==> src/rtl/fetch_pkg.sv <==
// Shared constants and types for the instruction-fetch stage.
package fetch_pkg;

    localparam int unsigned FETCH_WIDTH    = 32;
    localparam logic [31:0] FETCH_NOP      = 32'hFC00_0000;
    localparam int unsigned PC_STEP        = 4;
    localparam logic [31:0] FETCH_RESET_PC = 32'h0000_0000;

    typedef logic [FETCH_WIDTH-1:0] pc_t;

endpackage : fetch_pkg

==> src/rtl/fetch_hold_buffer.sv <==
// Captures the ROM output on the first stalled edge so the instruction
// stays paired with its PC while the ROM moves on to the next address.
module fetch_hold_buffer
    import fetch_pkg::*;
#(
    parameter int unsigned       WIDTH     = 32,
    parameter logic [WIDTH-1:0]  RESET_VAL = WIDTH'(FETCH_NOP)
) (
    input  logic             CLK,
    input  logic             RESET_N,
    input  logic             capture_i,
    input  logic             release_i,
    input  logic [WIDTH-1:0] din_i,
    output logic [WIDTH-1:0] dout_o
);

    logic             held_q, held_d;
    logic [WIDTH-1:0] hold_instr_q, hold_instr_d;

    // Next-state: release wins; capture only once per stall episode.
    always_comb begin
        held_d       = held_q;
        hold_instr_d = hold_instr_q;
        if (release_i) begin
            held_d = 1'b0;
        end else if (capture_i && !held_q) begin
            held_d       = 1'b1;
            hold_instr_d = din_i;
        end
    end

    // Hold-buffer state registers.
    always_ff @(posedge CLK or negedge RESET_N) begin
        if (!RESET_N) begin
            held_q       <= 1'b0;
            hold_instr_q <= RESET_VAL;
        end else begin
            held_q       <= held_d;
            hold_instr_q <= hold_instr_d;
        end
    end

    assign dout_o = held_q ? hold_instr_q : din_i;

endmodule : fetch_hold_buffer

==> src/rtl/fetch_unit.sv <==
// Instruction-fetch stage: owns the PC, drives the ROM address and pairs the
// registered ROM output with its PC. Handles stall and branch redirect.
// Optional feature: FETCH_MISALIGN_CHECK_EN aligns redirect targets and
// raises a sticky MISALIGN_ERR on a misaligned redirect.
module fetch_unit
    import fetch_pkg::*;
#(
    parameter int unsigned      WIDTH     = 32,
    parameter logic [WIDTH-1:0] RESET_PC  = WIDTH'(FETCH_RESET_PC),
    parameter logic [WIDTH-1:0] NOP_INSTR = WIDTH'(FETCH_NOP)
) (
    input  logic             CLK,
    input  logic             RESET_N,
    input  logic             STALL,
    input  logic             BRANCH_TAKEN,
    input  logic [WIDTH-1:0] BRANCH_TARGET,
    output logic [WIDTH-1:0] ROM_ADDRESS,
    input  logic [WIDTH-1:0] ROM_INSTR,
    output logic [WIDTH-1:0] IF_INSTR,
    output logic [WIDTH-1:0] IF_PC,
    output logic [WIDTH-1:0] IF_PC_PLUS4,
    output logic             IF_VALID,
    output logic             MISALIGN_ERR
);

    logic [WIDTH-1:0] pc_q, pc_d;
    logic [WIDTH-1:0] f2_pc_q, f2_pc_d;
    logic             f2_valid_q, f2_valid_d;
    logic [WIDTH-1:0] target;
    logic [WIDTH-1:0] buf_instr;

`ifdef FETCH_MISALIGN_CHECK_EN
    logic misalign_q, misalign_d;

    assign target = {BRANCH_TARGET[WIDTH-1:2], 2'b00};

    // Sticky flag: any misaligned redirect sets it until reset.
    always_comb begin
        misalign_d = misalign_q | (BRANCH_TAKEN && (BRANCH_TARGET[1:0] != 2'b00));
    end

    // Misalignment flag register.
    always_ff @(posedge CLK or negedge RESET_N) begin
        if (!RESET_N) begin
            misalign_q <= 1'b0;
        end else begin
            misalign_q <= misalign_d;
        end
    end

    assign MISALIGN_ERR = misalign_q;
`else
    assign target       = BRANCH_TARGET;
    assign MISALIGN_ERR = 1'b0;
`endif

    // Priority: redirect beats stall beats normal advance.
    always_comb begin
        pc_d       = pc_q;
        f2_pc_d    = f2_pc_q;
        f2_valid_d = f2_valid_q;
        if (BRANCH_TAKEN) begin
            pc_d       = target;
            f2_valid_d = 1'b0;
        end else if (!STALL) begin
            pc_d       = pc_q + WIDTH'(PC_STEP);
            f2_pc_d    = pc_q;
            f2_valid_d = 1'b1;
        end
    end

    // PC and fetch-2 pipeline registers.
    always_ff @(posedge CLK or negedge RESET_N) begin
        if (!RESET_N) begin
            pc_q       <= RESET_PC;
            f2_pc_q    <= '0;
            f2_valid_q <= 1'b0;
        end else begin
            pc_q       <= pc_d;
            f2_pc_q    <= f2_pc_d;
            f2_valid_q <= f2_valid_d;
        end
    end

    fetch_hold_buffer #(
        .WIDTH     (WIDTH),
        .RESET_VAL (NOP_INSTR)
    ) u_hold_buffer (
        .CLK       (CLK),
        .RESET_N   (RESET_N),
        .capture_i (STALL && !BRANCH_TAKEN),
        .release_i (BRANCH_TAKEN || !STALL),
        .din_i     (ROM_INSTR),
        .dout_o    (buf_instr)
    );

    assign ROM_ADDRESS = pc_q;
    assign IF_INSTR    = f2_valid_q ? buf_instr : NOP_INSTR;
    assign IF_PC       = f2_pc_q;
    assign IF_PC_PLUS4 = f2_pc_q + WIDTH'(PC_STEP);
    assign IF_VALID    = f2_valid_q;

endmodule : fetch_unit
==> config.mk <==
export PLATFORM = sky130hd
export DESIGN_NAME = fetch_unit
export DESIGN_NICKNAME = d
export VERILOG_FILES = /design/src/rtl/fetch_pkg.sv /design/src/rtl/fetch_hold_buffer.sv /design/src/rtl/fetch_unit.sv
export SDC_FILE = /design/constraint.sdc
export NUM_CORES = 1
export LEC_CHECK = 0
export ABC_CLOCK_PERIOD_IN_PS = 4460
export BUFFER_PORTS_ARGS = -buffer_cell sky130_fd_sc_hd__buf_2
export CAP_MARGIN = 30
export CORE_ASPECT_RATIO = 0.7
export CORE_UTILIZATION = 40
export CTS_BUF_LIST = sky130_fd_sc_hd__clkbuf_4 sky130_fd_sc_hd__clkbuf_8
export DETAILED_ROUTE_END_ITERATION = 7
export PLACE_DENSITY = 0.67
export SLEW_MARGIN = 30
export SYNTH_ARGS = -nofsm -noshare
export SYNTH_HDL_FRONTEND = slang
export SYNTH_SLANG_ARGS = --single-unit
==> constraint.sdc <==
create_clock -name CLK -period 4.46 [get_ports CLK]
set_input_delay 0 -clock CLK [delete_from_list [all_inputs] [get_ports CLK]]
set_output_delay 0 -clock CLK [all_outputs]
set_load 0.01 [all_outputs]
# ---- Yosys cells after proc, flatten, opt, wreduce, memory -nomap -nowiden
# Cells that the tools add are included.
dict set report totals {
  regBits 98
  latchBits 0
  ramBits 0
  romBits 0
  in_bits 68
  output_inout_bits 130
  wordCells 28
  mem_count 0
}
dict set report classes {
  addsub 2
  mul 0
  div 0
  order_cmp 0
  n_eq_ne 1
  shifts 0
  n_mux 8
  bitwise 3
  n_reduce_logical 9
}
# cell count
set op_table {}
lappend op_table {{$mux 32} 4}
lappend op_table {{$add 32x3->32 const B} 2}
lappend op_table {{$mux 1} 4}
lappend op_table {{$reduce_and 2->1} 2}
lappend op_table {{$logic_not 1->1} 3}
lappend op_table {{$not 1->1} 3}
lappend op_table {{$logic_and 1x1->1} 2}
lappend op_table {{$ne 2x1->1 const B} 1}
lappend op_table {{$reduce_bool 2->1} 1}
lappend op_table {{$logic_or 1x1->1} 1}

# ---- Depth between registers and ports, before layout
dict set report depth {
  ltp_word 5
  ltp_mapped 6
  depth_no_buf 5
}

# ---- Modules after synthesis
# Synthesis repeated with hierarchy kept, for this count alone.
dict set report unflattened {
  hier_cells 508
  area_unflattened_um2 5472.7
}
# module n_inst cells_each area_per_inst_um2 seq_area_each_um2
set modules_own_cells {}
lappend modules_own_cells {fetch_unit 1 401 3832.4 1626.6}
lappend modules_own_cells {fetch_hold_buffer 1 107 1640.3 833.3}

# ---- Least setup slack after synthesis
# OpenSTA, ideal clock, no wires.
dict set report synth_timing {
  kind {register to output}
  startpoint {register f2_pc_q[2], in the netlist IF_PC[2]}
  endpoint {output IF_PC_PLUS4[20]}
  arrival_ps 1759
  required_ps 4460
  slack_ps 2701
  stages_incl_launch_ff 7
  n_path_buf 1
  cell_sequence {dfrtp_1 -> ha_1 -> and4_1 -> clkbuf_1 -> nor3b_2 -> nand4_1 -> xnor2_1}
}
dict set report synth_between {
  elab_chain_len 1
}
# element line_no
set synth_lines {}
lappend synth_lines {{start: declaration} fetch_unit.sv:27} ;# logic [WIDTH-1:0] f2_pc_q, f2_pc_d;
lappend synth_lines {{start signal: assignment} fetch_unit.sv:80} ;# f2_pc_q <= f2_pc_d;
lappend synth_lines {{$add 32x3->32} fetch_unit.sv:100} ;# assign IF_PC_PLUS4 = f2_pc_q + WIDTH'(PC_STEP);
lappend synth_lines {{end: declaration} fetch_unit.sv:21} ;# output logic [WIDTH-1:0] IF_PC_PLUS4,
# No other way between the ends.

# ---- Worst setup path in the final report
dict set report layout_timing {
  startpoint {register f2_pc_q[3], in the netlist IF_PC[3]}
  endpoint {output IF_PC_PLUS4[20]}
}
# The elaborated chain is that of the path after synthesis.

==> impl_summary.txt <==
----------------------------------------------------
[Timing]
  Maximum clock frequency ... 404 MHz
  Transition time at the pin with the least slew margin ... 0.972 ns
  Count of final hold-check violations ... 0
  Largest clock skew in the final design ... 0.0104 ns
  Total setup violations reported at the end of the flow ... 0
  Final min period ... 2.47 ns
  Final slew viol count ... 0
  Setup repair after global routing missed its margin ... no
  Setup TNS after final layout ... 0 ns
  Max-slew headroom at the worst pin ... 35.2%
  Post-route fraction of the period consumed by the critical path ... 55.5%

[Yosys]
  Combinational family with the most area after synthesis ... multiplexers
  Post-Syn Area ... 5380 µm²
  Share of the synthesized area in the top cell type ... 42.8%
  Number of library cell types mapped by synthesis ... 49
  Total number of yosys warnings ... 0
  Fraction of the mapped netlist area in simple logic gates ... 18.6%
  Proportion of synthesized flip-flops having asynchronous set or reset ... 100%
  Synthesized netlist net count ... 571
  Post-synthesis area per instance ... 10.7 µm²
  Dominant synthesized flop cell ... sky130_fd_sc_hd__dfrtp_1
  Post-synthesis xor/xnor area fraction ... 6.03%
  Share of synthesized cell area in full adder, half adder and majority cells ... 0.465%
  Synthesis-stage register bit count ... 98
  EDFF count, synth ... 0
  Cell types with the largest area share after synthesis ... sky130_fd_sc_hd__dfrtp_1 (43%), sky130_fd_sc_hd__mux2_2 (13%), sky130_fd_sc_hd__mux2i_1 (6.1%), sky130_fd_sc_hd__xnor2_1 (4.6%), sky130_fd_sc_hd__nand2_1 (3.3%)
  Synthesized instance count ... 501
  Area fraction in compound gates after synthesis ... 6.07%
  Proportion of synthesized chip area in sequential cells ... 45.8%
  Top cell type by total area after synthesis ... sky130_fd_sc_hd__dfrtp_1
  Portion of netlist area occupied by mux cells ... 19.5%

[Worst setup path]
  Kind of critical path ... reg2out
  Worst-case reg-to-reg path depth ... 4
  Data required, critical path ... 4.46 ns
  Data arrival time at the worst-slack endpoint ... 2.47 ns
  Startpoint kind of the worst setup timing path ... flop
  Maximum fanout count along the critical path ... 7
  Crit end category ... output pin

[Power]
  Static leakage ... 3.27 nW
  Total power per unit cell area ... 330 nW/µm²
  Largest voltage drop on the vdd net ... 0.137 mV

[Routing]
  Routed wirelength normalized by instance count ... 17.1 µm
  Remaining routing DRC violations ... 0
  Count of TritonRoute iterations in the first routing pass ... 5
  Antenna-violating nets left ... 0
  Routed wire length ... 15.8 mm
  Via count ... 4942
  Initial DRC Count ... 365
  Via-to-Cell Ratio ... 5.37

[Clock network]
  Cts bufs inserted ... 9
  Cell chosen for the clock root ... sky130_fd_sc_hd__clkbuf_8
  Number of buffers inserted to repair setup after CTS ... 0
  Clk buf depth ... 2
  Clock-pin slew on the worst setup and hold paths ... 0.10 ns
  Clock latency on the worst-skew pair ... 0.37 ns
  Sink count of the clock tree ... 98
  H-tree levels ... 3
  CTS tree ... done

[Layout]
  Layout fillers ... 1166
  Fraction of layout cells with a size suffix above 1 ... 39.8%
  Finished Layout Cells ... 920
  Most common cell after layout, fill and taps aside ... sky130_fd_sc_hd__buf_2
  Number of diodes ... 0
  Number of nets in the layout ... 819
  Commonest cells after routing, fill and taps aside ... sky130_fd_sc_hd__buf_2 (195), sky130_fd_sc_hd__dfrtp_1 (91), sky130_fd_sc_hd__dlygate4sd3_1 (66)
  Area delta synth->final ... 35.9%

[Hold path]
  Class of the tightest hold or removal check ... in2reg
  Cell count of the worst hold path ... 3

[Floorplanning]
  Placement Rows ... 35
  Area of the placeable core ... 13100 µm²
  Chip height ... 99 µm
  Number of top-level pins ... 198
  Starting density of the core ... 40.9%
  Die width ... 141 µm
  Die Footprint ... 13900 µm²

[Global route]
  Number of global-route vias before repair ... 4616
  Largest net degree at the start of global routing ... 52
  Antenna violations before repair ... 0
  Remaining global-route overflow ... 0
  Wire length of the first global-routing pass ... 24.6 mm
  Combined global-route utilization of all metal layers ... 22.8%

[Placement]
  PortBufs ... 196
  Placed cells ... 837
  GPL Wtd Cong ... 0.866
  Final HPWL from detailed placement ... 11.3 mm

[Job]
  Max-cap viol count ... 0

[Run status]
  Status ... finished clean

----------------------------------------------------
==> worst max-delay path, cell delays in order (launching register included) <==
cell                      delay, ns
sky130_fd_sc_hd__dfrtp_1       0.47
sky130_fd_sc_hd__ha_1          0.25
sky130_fd_sc_hd__and4_1        0.33
sky130_fd_sc_hd__nor3b_2       0.51
sky130_fd_sc_hd__nand4_1       0.21
sky130_fd_sc_hd__xnor2_1       0.18
sky130_fd_sc_hd__buf_2         0.15
==> where the power goes <==
group          internal (mW)  switching, mW  leakage [nW]
clock network          0.239          0.306        0.0958
logic                  0.345          0.314          2.02
registers               1.03          0.180          1.15
total                   1.61          0.800          3.27
==> registers in the layout (all words and copies together), names as in the netlist <==
| name | cells |
|---|---|
| IF_PC | 32 |
| IF_VALID | 1 |
| ROM_ADDRESS | 32 |
| u_hold_buffer.held_q | 1 |
| u_hold_buffer.hold_instr_q | 32 |
==> metal layers <==
layer	wire (µm)	global-route usage, %
met1	7400	32.0
met2	7270	35.7
met3	813	4.08
met4	298	7.44
met5	0	0
==> area by class of cell <==
| class | instances | area [µm²] | share of cell area (%) |
|---|---|---|---|
| timing repair buffer | 265 | 1690 | 23.1 |
| clock inverter | 4 | 26.3 | 0.360 |
| tap | 166 | 208 | 2.84 |
| multi-input combinational | 369 | 2740 | 37.5 |
| inverter | 6 | 22.5 | 0.308 |
| sequential | 98 | 2460 | 33.7 |
| clock buffer | 12 | 159 | 2.18 |
==> path summary, 6_finish.rpt <==
path | start | endpoint | slack, ns
setup / recovery | IF_PC[3]$_DFFE_PN0P_ | IF_PC_PLUS4[20] | 1.99
hold / removal | BRANCH_TAKEN | ROM_ADDRESS[4]$_DFFE_PN0N_ | 0.17
setup reg to reg | ROM_ADDRESS[4]$_DFFE_PN0N_ | ROM_ADDRESS[29]$_DFFE_PN0N_ | 2.45
hold reg to reg | u_hold_buffer.hold_instr_q[17]$_DFFE_PN0P_ | u_hold_buffer.hold_instr_q[17]$_DFFE_PN0P_ | 0.51
max in group asynchronous | RESET_N | u_hold_buffer.held_q$_DFFE_PN0P_ | 3.17
min in group asynchronous | RESET_N | IF_PC[6]$_DFFE_PN0P_ | 0.20
==> Yosys cell counts (all sizes together), types with 5 or more instances <==
cell type	n
or4	5
and4	9
nor2	44
and3	7
nand3	24
o311ai	6
or3	5
dfstp	6
nand2	47
mux2i	33
o211ai	6
clkbuf	10
mux2	64
inv	5
xnor2	28
a31oi	11
dfrtp	92
xor2	9
nand4	19
o21ai	18
buf	18
==> kinds of logic (layout without fill, tap and decap cells) <==
family	count (synthesis)	count (layout)
other	1	1
buffers and inverters	34	287
flip-flops	98	98
XOR/XNOR	37	37
AO/OA/AOI/OAI	50	50
AND/OR/NAND/NOR	182	182
adder cells (fa/ha/maj)	2	2
multiplexers	97	97
==> timing repair <==
action / CTS / global route
hold endpoints to repair: 116 / 0
hold buffers: 66 / 0
gates resized for setup: 0 / 0
endpoints found under the setup margin: 0 / 0
==> through the flow <==
step                util, %  cell area (µm²)  hold WS [ns]  setup slack [ns]  total power, mW
floorplan                 -             5380        -0.296              2.70             1.54
global placement       49.0             6430        0.0615              2.52             1.81
detailed placement     49.0             6430        0.0744              2.43             1.83
CTS                    55.4             7280         0.158              2.00             2.43
global route           55.6             7300         0.207              1.86             2.55
finish                 55.6             7300         0.171              1.99             2.41
(Power assumes the default switching activity.)
